===== src/rtl/lsu_mem_arb.sv =====
// Load/store controller and round-robin two-port arbiter for a word SRAM.
// Ports: req0/req1 request in, rsp0/rsp1 response out, mem_* SRAM side, busy.
module lsu_mem_arb #(
  parameter int AW = 16
) (
  input  logic          clk,
  input  logic          rst,
  input  logic          req0_valid,
  output logic          req0_ready,
  input  logic          req0_wr_en,
  input  logic [2:0]    req0_slt_sl,
  input  logic [AW-1:0] req0_addr,
  input  logic [31:0]   req0_wdata,
  output logic          rsp0_valid,
  output logic [31:0]   rsp0_rdata,
  output logic          rsp0_err,
  input  logic          req1_valid,
  output logic          req1_ready,
  input  logic          req1_wr_en,
  input  logic [2:0]    req1_slt_sl,
  input  logic [AW-1:0] req1_addr,
  input  logic [31:0]   req1_wdata,
  output logic          rsp1_valid,
  output logic [31:0]   rsp1_rdata,
  output logic          rsp1_err,
  output logic [AW-3:0] mem_addr,
  output logic          mem_rd_en,
  output logic          mem_wr_en,
  output logic [31:0]   mem_wdata,
  input  logic [31:0]   mem_rdata,
  output logic          busy
);

  localparam logic [2:0] SB  = 3'b000;
  localparam logic [2:0] SH  = 3'b001;
  localparam logic [2:0] SW  = 3'b010;
  localparam logic [2:0] LB  = 3'b011;
  localparam logic [2:0] LH  = 3'b100;
  localparam logic [2:0] LW  = 3'b101;
  localparam logic [2:0] LBU = 3'b110;
  localparam logic [2:0] LHU = 3'b111;

  typedef enum logic [2:0] {
    IDLE, RD, WAIT, WR, RESP
  } state_t;

  state_t        state_q, state_d;
  logic          ptr_q, ptr_d;
  logic          port_q, port_d;
  logic          wr_q, wr_d;
  logic [2:0]    slt_q, slt_d;
  logic [AW-1:0] addr_q, addr_d;
  logic [31:0]   wdata_q, wdata_d;
  logic [AW-3:0] maddr_q, maddr_d;
  logic          mrd_q, mrd_d;
  logic          mwr_q, mwr_d;
  logic [31:0]   mwdata_q, mwdata_d;
  logic          rvalid_q, rvalid_d;
  logic [31:0]   rdata_q, rdata_d;
  logic          rerr_q, rerr_d;

  // Misaligned sizes and wr_en/size disagreement both end as errors.
  function automatic logic bad_req(
    input logic       wr,
    input logic [2:0] slt,
    input logic [1:0] a
  );
    logic mis;
    mis = 1'b0;
    unique case (slt)
      SH, LH, LHU: mis = a[0];
      SW, LW:      mis = |a;
      default:     mis = 1'b0;
    endcase
    return mis | (wr != (slt <= SW));
  endfunction

  function automatic logic [31:0] ext(
    input logic [2:0]  slt,
    input logic [1:0]  a,
    input logic [31:0] w
  );
    logic [31:0] b;
    logic [31:0] h;
    logic [31:0] r;
    b = w >> {a, 3'b000};
    h = w >> {a[1], 4'b0000};
    unique case (slt)
      LB:      r = {{24{b[7]}}, b[7:0]};
      LBU:     r = {24'h0, b[7:0]};
      LH:      r = {{16{h[15]}}, h[15:0]};
      LHU:     r = {16'h0, h[15:0]};
      default: r = w;
    endcase
    return r;
  endfunction

  // SRAM has no byte enables: splice the new lane into the old word.
  function automatic logic [31:0] merge(
    input logic [2:0]  slt,
    input logic [1:0]  a,
    input logic [31:0] old,
    input logic [31:0] wd
  );
    logic [4:0]  sh;
    logic [31:0] m;
    logic [31:0] d;
    if (slt == SB) begin
      sh = {a, 3'b000};
      m  = 32'h0000_00ff << sh;
      d  = (wd & 32'h0000_00ff) << sh;
    end else begin
      sh = {a[1], 4'b0000};
      m  = 32'h0000_ffff << sh;
      d  = (wd & 32'h0000_ffff) << sh;
    end
    return (old & ~m) | d;
  endfunction

  logic          any_v;
  logic          gnt;
  logic          idle;
  logic          s_wr;
  logic [2:0]    s_slt;
  logic [AW-1:0] s_addr;
  logic [31:0]   s_wdata;

  assign idle  = (state_q == IDLE);
  assign any_v = req0_valid | req1_valid;
  // Pointer only matters on contention.
  assign gnt   = (req0_valid & req1_valid) ? ptr_q
                                           : req1_valid;

  assign req0_ready = idle & any_v & ~gnt;
  assign req1_ready = idle & any_v & gnt;

  assign s_wr    = gnt ? req1_wr_en  : req0_wr_en;
  assign s_slt   = gnt ? req1_slt_sl : req0_slt_sl;
  assign s_addr  = gnt ? req1_addr   : req0_addr;
  assign s_wdata = gnt ? req1_wdata  : req0_wdata;

  always_comb begin
    state_d  = state_q;
    ptr_d    = ptr_q;
    port_d   = port_q;
    wr_d     = wr_q;
    slt_d    = slt_q;
    addr_d   = addr_q;
    wdata_d  = wdata_q;
    maddr_d  = '0;
    mrd_d    = 1'b0;
    mwr_d    = 1'b0;
    mwdata_d = '0;
    rvalid_d = 1'b0;
    rdata_d  = '0;
    rerr_d   = 1'b0;
    unique case (state_q)
      IDLE: begin
        if (any_v) begin
          port_d  = gnt;
          ptr_d   = ~gnt;
          wr_d    = s_wr;
          slt_d   = s_slt;
          addr_d  = s_addr;
          wdata_d = s_wdata;
          if (bad_req(s_wr, s_slt, s_addr[1:0])) begin
            state_d  = RESP;
            rvalid_d = 1'b1;
            rerr_d   = 1'b1;
          end else if (s_slt == SW) begin
            state_d  = WR;
            mwr_d    = 1'b1;
            maddr_d  = s_addr[AW-1:2];
            mwdata_d = s_wdata;
          end else begin
            state_d = RD;
            mrd_d   = 1'b1;
            maddr_d = s_addr[AW-1:2];
          end
        end
      end
      RD: state_d = WAIT;
      WAIT: begin
        if (wr_q) begin
          state_d  = WR;
          mwr_d    = 1'b1;
          maddr_d  = addr_q[AW-1:2];
          mwdata_d = merge(slt_q, addr_q[1:0],
                           mem_rdata, wdata_q);
        end else begin
          state_d  = RESP;
          rvalid_d = 1'b1;
          rdata_d  = ext(slt_q, addr_q[1:0], mem_rdata);
        end
      end
      WR: begin
        state_d  = RESP;
        rvalid_d = 1'b1;
      end
      RESP: state_d = IDLE;
      default: state_d = IDLE;
    endcase
  end

  always_ff @(posedge clk) begin
    if (rst) begin
      state_q  <= IDLE;
      ptr_q    <= 1'b0;
      port_q   <= 1'b0;
      wr_q     <= 1'b0;
      slt_q    <= '0;
      addr_q   <= '0;
      wdata_q  <= '0;
      maddr_q  <= '0;
      mrd_q    <= 1'b0;
      mwr_q    <= 1'b0;
      mwdata_q <= '0;
      rvalid_q <= 1'b0;
      rdata_q  <= '0;
      rerr_q   <= 1'b0;
    end else begin
      state_q  <= state_d;
      ptr_q    <= ptr_d;
      port_q   <= port_d;
      wr_q     <= wr_d;
      slt_q    <= slt_d;
      addr_q   <= addr_d;
      wdata_q  <= wdata_d;
      maddr_q  <= maddr_d;
      mrd_q    <= mrd_d;
      mwr_q    <= mwr_d;
      mwdata_q <= mwdata_d;
      rvalid_q <= rvalid_d;
      rdata_q  <= rdata_d;
      rerr_q   <= rerr_d;
    end
  end

  assign mem_addr  = maddr_q;
  assign mem_rd_en = mrd_q;
  assign mem_wr_en = mwr_q;
  assign mem_wdata = mwdata_q;
  assign busy      = ~idle;

  assign rsp0_valid = rvalid_q & ~port_q;
  assign rsp1_valid = rvalid_q & port_q;
  assign rsp0_rdata = rsp0_valid ? rdata_q : '0;
  assign rsp1_rdata = rsp1_valid ? rdata_q : '0;
  assign rsp0_err   = rsp0_valid & rerr_q;
  assign rsp1_err   = rsp1_valid & rerr_q;

endmodule


===== config.mk =====
export PLATFORM = sky130hd
export DESIGN_NAME = lsu_mem_arb
export DESIGN_NICKNAME = d
export VERILOG_FILES = /design/src/rtl/lsu_mem_arb.sv
export SDC_FILE = /design/constraint.sdc
export NUM_CORES = 1
export LEC_CHECK = 0
export CAP_MARGIN = 20
export CORE_UTILIZATION = 47
export DETAILED_ROUTE_END_ITERATION = 6
export PLACE_DENSITY = 0.87
export SKIP_LAST_GASP = 1
export SLEW_MARGIN = 0
export SYNTH_ARGS = -nofsm -noshare
export SYNTH_HDL_FRONTEND = slang
export SYNTH_SLANG_ARGS = --single-unit
export TNS_END_PERCENT = 50

===== constraint.sdc =====
create_clock -name clk -period 4 [get_ports clk]
set_input_delay 0.4 -clock clk [delete_from_list [all_inputs] [get_ports clk]]
set_output_delay 0.4 -clock clk [all_outputs]
set_load 0.03 [all_outputs]

* Word level (Yosys, flattened, before mapping)
Cells that the tools add are included.
Widths: inputs -> output; s select.
** Storage, ports and cells
- Output and inout port bits :: 119
- Flip-flop bits (word level) :: 123
- Logic and storage cells :: 103
- Input port bits :: 140
** Cells by class
- Shift-type cells :: 6
- Reductions and logical operators :: 9
- Equality and inequality tests :: 14
- Bitwise gates (word level) :: 18
- Magnitude comparators :: 1
- Multiplexer cells :: 41
** Operators with widths (count)
- $mux 32 :: 13
- $pmux 32 s4 :: 1
- $pmux 32 s2 :: 1
- $mux 14 :: 3
- $and 32x32->32 :: 1
- $not 32->32 :: 1
- $or 32x32->32 :: 1
- $shl 16x5->32 :: 1
- $shl 16x5->32 const A :: 1
- $shl 8x5->32 :: 1
- $shl 8x5->32 const A :: 1
- $shr 32x5->16 :: 1
- $shr 32x5->8 :: 1
- $pmux 14 s2 :: 1
- $eq 3x3->1 const B :: 6
- $mux 16 :: 1
- $eq 3x2->1 const B :: 4
- $mux 1 :: 12
- $mux 3 :: 4
- $pmux 3 s4 :: 1
- $and 1x1->1 :: 8
- $eq 3x1->1 const B :: 2
- $logic_not 3->1 :: 2
- $reduce_or 2->1 :: 3
- other kinds (11) :: 18

* Depth between registers and ports, before layout
- Word-level depth :: 12
- Gate-level depth with buffers :: 8
- Mapped depth without buffers :: 5

* Worst setup path before layout
Ideal clock, no wire load.
- Path kind :: register to output
- Start point :: reg state_q[0]
- End point :: out req0_ready
- Data required time :: 3.600 ns
- Arrival time :: 1.629 ns
- Path buffers :: 0
- Slack :: 1.971 ns
- Cell stages (with the launch flop) :: 3
- Cell sequence :: dfxtp_1 or3_1 nor3_1
** On the way
- Cells in the longest elaborated chain, start to end :: 3
** Ends and longest elaborated chain
- start: declaration :: RTL line 47 : state_t state_q, state_d;
- start signal: assignment :: RTL line 222 : state_q <= state_d;
- $logic_not 3->1 :: RTL line 128 : assign idle = (state_q == IDLE);
- $and 1x1->1 (2 in a row) :: RTL line 134 : assign req0_ready = idle & any_v & ~gnt;
- end: declaration :: RTL line 9 : output logic req0_ready,
Every way passes these cells.

* Worst setup path in the final report
- Start point :: reg addr_q[1]
- End point :: reg rdata_q[31]
** On the way
- Cells in the longest elaborated chain, start to end :: 2
- Elaborated cells between the ends (all ways) :: 3
- Classes of those cells :: shift (2); mux (1)
** Ends and longest elaborated chain
- start: declaration :: RTL line 52 : logic [AW-1:0] addr_q, addr_d;
- start signal: assignment :: RTL line 227 : addr_q <= addr_d;
- $shr 32x5->16 / $shr 32x5->8 (equally long branches) :: RTL line 87, 86
- $pmux 32 s4 * :: RTL line 88 : unique case (slt)
- end signal: assignment :: RTL line 234 : rdata_q <= rdata_d;
- end: declaration :: RTL line 59 : logic [31:0] rdata_q, rdata_d;
Mark *: on every way between the ends. The rest lies on a longest branch, timed or not.
A chain may end at the register's enable or synchronous reset.

==> metrics.txt <==
FF+latch count, synth=123; CP bufs+invs=0; Pre-Repair DR Iteration Count=7; Slew @ Worst Pin=1030 ps; post-synthesis sequential area ratio=around 40%; floorplan row count=41; number of H-tree levels=4; area of the die=between 10,000 and 15,000 um2; maximum vdd drop=about 0.00031 V; vias post-DR=approximately 6,400; vias in the first global route=around 5,800; Setup Fix Bufs, Post-CTS=0; clk_skew=9.88 ps; CP Capture Type=flop; CTS tree=done; Reg clk slew, reported paths=around 60 ps; RePlAce Congestion=0.901; top post-synthesis cells by area=dfxtp_1 40%, mux2i_1 10%, nor2_1 4.3%; slew margin rel.=between 30% and 40%; fin crit period=2840 ps; Die Wd=117 um; MaxCap Viol Count=0; Post-Synthesis Cells=between 700 and 800; WP data arrival=about 3100 ps; IO Pins=around 260; placeable core area=~13,000 um2; number of port buffers=~260; HP Class=reg2reg; Final ANT Viol Nets=0; final period utilization=a little under three quarters; routed length per instance=roughly 18 um; fin util=between 70% and 80%; Netlist cell types=between 50 and 60; ys flop type=dfxtp_1; P_leak=between 0.003 and 0.004 uW; remaining global-route overflow=0; pins over their slew limit=0; Inst Count DP=roughly 1,100; drc violations=1; Reg area=roughly 2500 um2; Yosys top cell by area=dfxtp_1; Non-Filler Instances=around 1,100; Vias/cell=approximately 5.7; Final Net Count=roughly 1,100; violated checks=design-rule violations; RSZ-0062 raised after global routing=no; FFs w/ async S/R, synth=0%; Min Hold Slack=~450 ps; Power Density=429 nW/um2; CTS Buf Count=17; Post-CTS Hold Buffers=0; yosys warns=0; Worst EP required=4240 ps; Multi-input gate area=~3400 um2; dpl ws=around 1100 ps; slowest stage cell, crit path=dfxtp_1; Die Ht=117 um; fmax=0.352 GHz; starting density of the core=about half; count of clock tree sinks=between 100 and 150; post-CTS sizing=0; drt first-iter violations=approximately 470; initial antenna violation count=0; CP peak stage delay=~900 ps; syn avg cell area=slightly below 9 um2; setup ws final=roughly 1200 ps; total negative slack=0 ps; family with the most delay on the worst path=simple AND/OR/NAND/NOR gates; count of flip-flops with a built-in enable after synthesis=0; number of diodes=0; Overall Global Routing Usage=a little under 30%; CP Max Fanout=24; type of origin of the critical path=flop; critical path cell sequence=mux2_2 > mux2i_1 > nor3_1 > nor2b_1 > a21oi_1; Mapped Area=6230 um2; first-pass GRT wire length=30,400 um; later-pin clock latency in the skew report=between 400 and 500 ps; post-synth net total=approximately 850; Max Buffers Root-to-Sink=2; endpoints failing hold=0; Area Overhead vs Synth=51.3%; largest net degree at the start of global routing=53; top cell type's share of synthesized area=a little under 40%; CTS root buf=clkbuf_16; share of layout cells above drive strength 1=7.75%; post-DP HPWL=~15,000 um; final number of setup-violating endpoints=0; status=complete, but fails checks; fill count=between 900 and 1,000; WS Path Type=reg2reg; routed wire length=20,500 um
-- cells in the final DEF (no fill, tap or decap), types with 17 or more instances in the layout --
cell type	netlist	final
and2_1	35	35
clkbuf_16	0	17
a211oi_1	34	34
a21oi_1	24	24
clkdlybuf4s50_1	0	258
nor2_1	71	70
nand2_1	67	67
dfxtp_1	123	123
mux2i_1	64	64
o22ai_1	33	33
a221oi_1	23	23
and3_1	36	36
-- worst register-to-register path, delay by kind of cell (launching register included) --
kind	cells	cell delay (ps)
AO/OA/AOI/OAI	1	160
AND/OR/NAND/NOR	2	940
multiplexers	2	670
flip-flops	1	910
-- synth_stat cells, types with 6 or more instances --
| master | n |
|---|---|
| clkbuf_1 | 27 |
| a21oi_1 | 24 |
| nor2_1 | 71 |
| a222oi_1 | 6 |
| a221oi_1 | 23 |
| and3_1 | 36 |
| a22o_1 | 6 |
| o22ai_1 | 33 |
| and2_1 | 35 |
| nand2b_1 | 7 |
| nor2b_1 | 8 |
| mux2i_1 | 64 |
| nor3_1 | 7 |
| buf_2 | 26 |
| o31ai_2 | 9 |
| dfxtp_1 | 123 |
| inv_1 | 13 |
| o21ai_0 | 15 |
| mux4_2 | 7 |
| nand2_1 | 67 |
| a211oi_1 | 34 |
-- stage by stage --
step           cell area (um2)  total power, uW
2_1_floorplan             6230             2200
3_3_place_gp              8810             2540
3_5_place_dp              8820             2560
4_1_cts                   9400             4030
5_1_grt                   9430             4200
6_report                  9430             4040
-- path summary, 6_finish.rpt --
path	start	end	cells past startpoint	slack (ps)
max	addr_q[1]	rdata_q[31]	5	1160
min	addr_q[2]	mem_addr[0]	2	450
max reg2reg	addr_q[1]	rdata_q[31]	5	1160
min reg2reg	addr_q[2]	mem_addr[0]	2	450
-- metal layers --
layer | track usage, % | share of wire, %
met5 | 0 | 0
met1 | 34.5 | 39
met3 | 7.57 | 9.9
met4 | 14.9 | 3.4
met2 | 49.2 | 48
-- sequential cells by signal (all words and copies together), names as in the netlist, 3 cells and up --
signal / cells
addr_q: 16
mem_addr: 14
mem_wdata: 32
rdata_q: 32
slt_q: 3
state_q: 3
wdata_q: 16
-- report_power, final --
part	total [uW]	leakage [uW]	switching, uW	internal, uW
registers	1470	0.00100	139	1340
logic	1100	0.00261	613	482
clock network	1480	0.000267	594	881
-- layout make-up --
| class | count | share of cell area (%) |
|---|---|---|
| multi-input cells | 506 | 36.4 |
| clock buffers | 18 | 4.66 |
| well taps | 172 | 2.28 |
| clock inverters | 14 | 1.42 |
| inverters | 13 | 0.518 |
| repair buffers | 268 | 28.6 |
| flip-flops and latches | 123 | 26.1 |
-- cells by family (layout without fill, tap and decap cells) --
family,after synthesis,count (layout),synth area share (%)
compound gates,174,174,20.6
xor+xnor,1,1,0.141
buf+inv,76,313,5.54
flops,123,123,39.5
mux,75,75,13.7
simple gates,256,256,20.5
No activity file was read; power rests on OpenSTA's default activity.
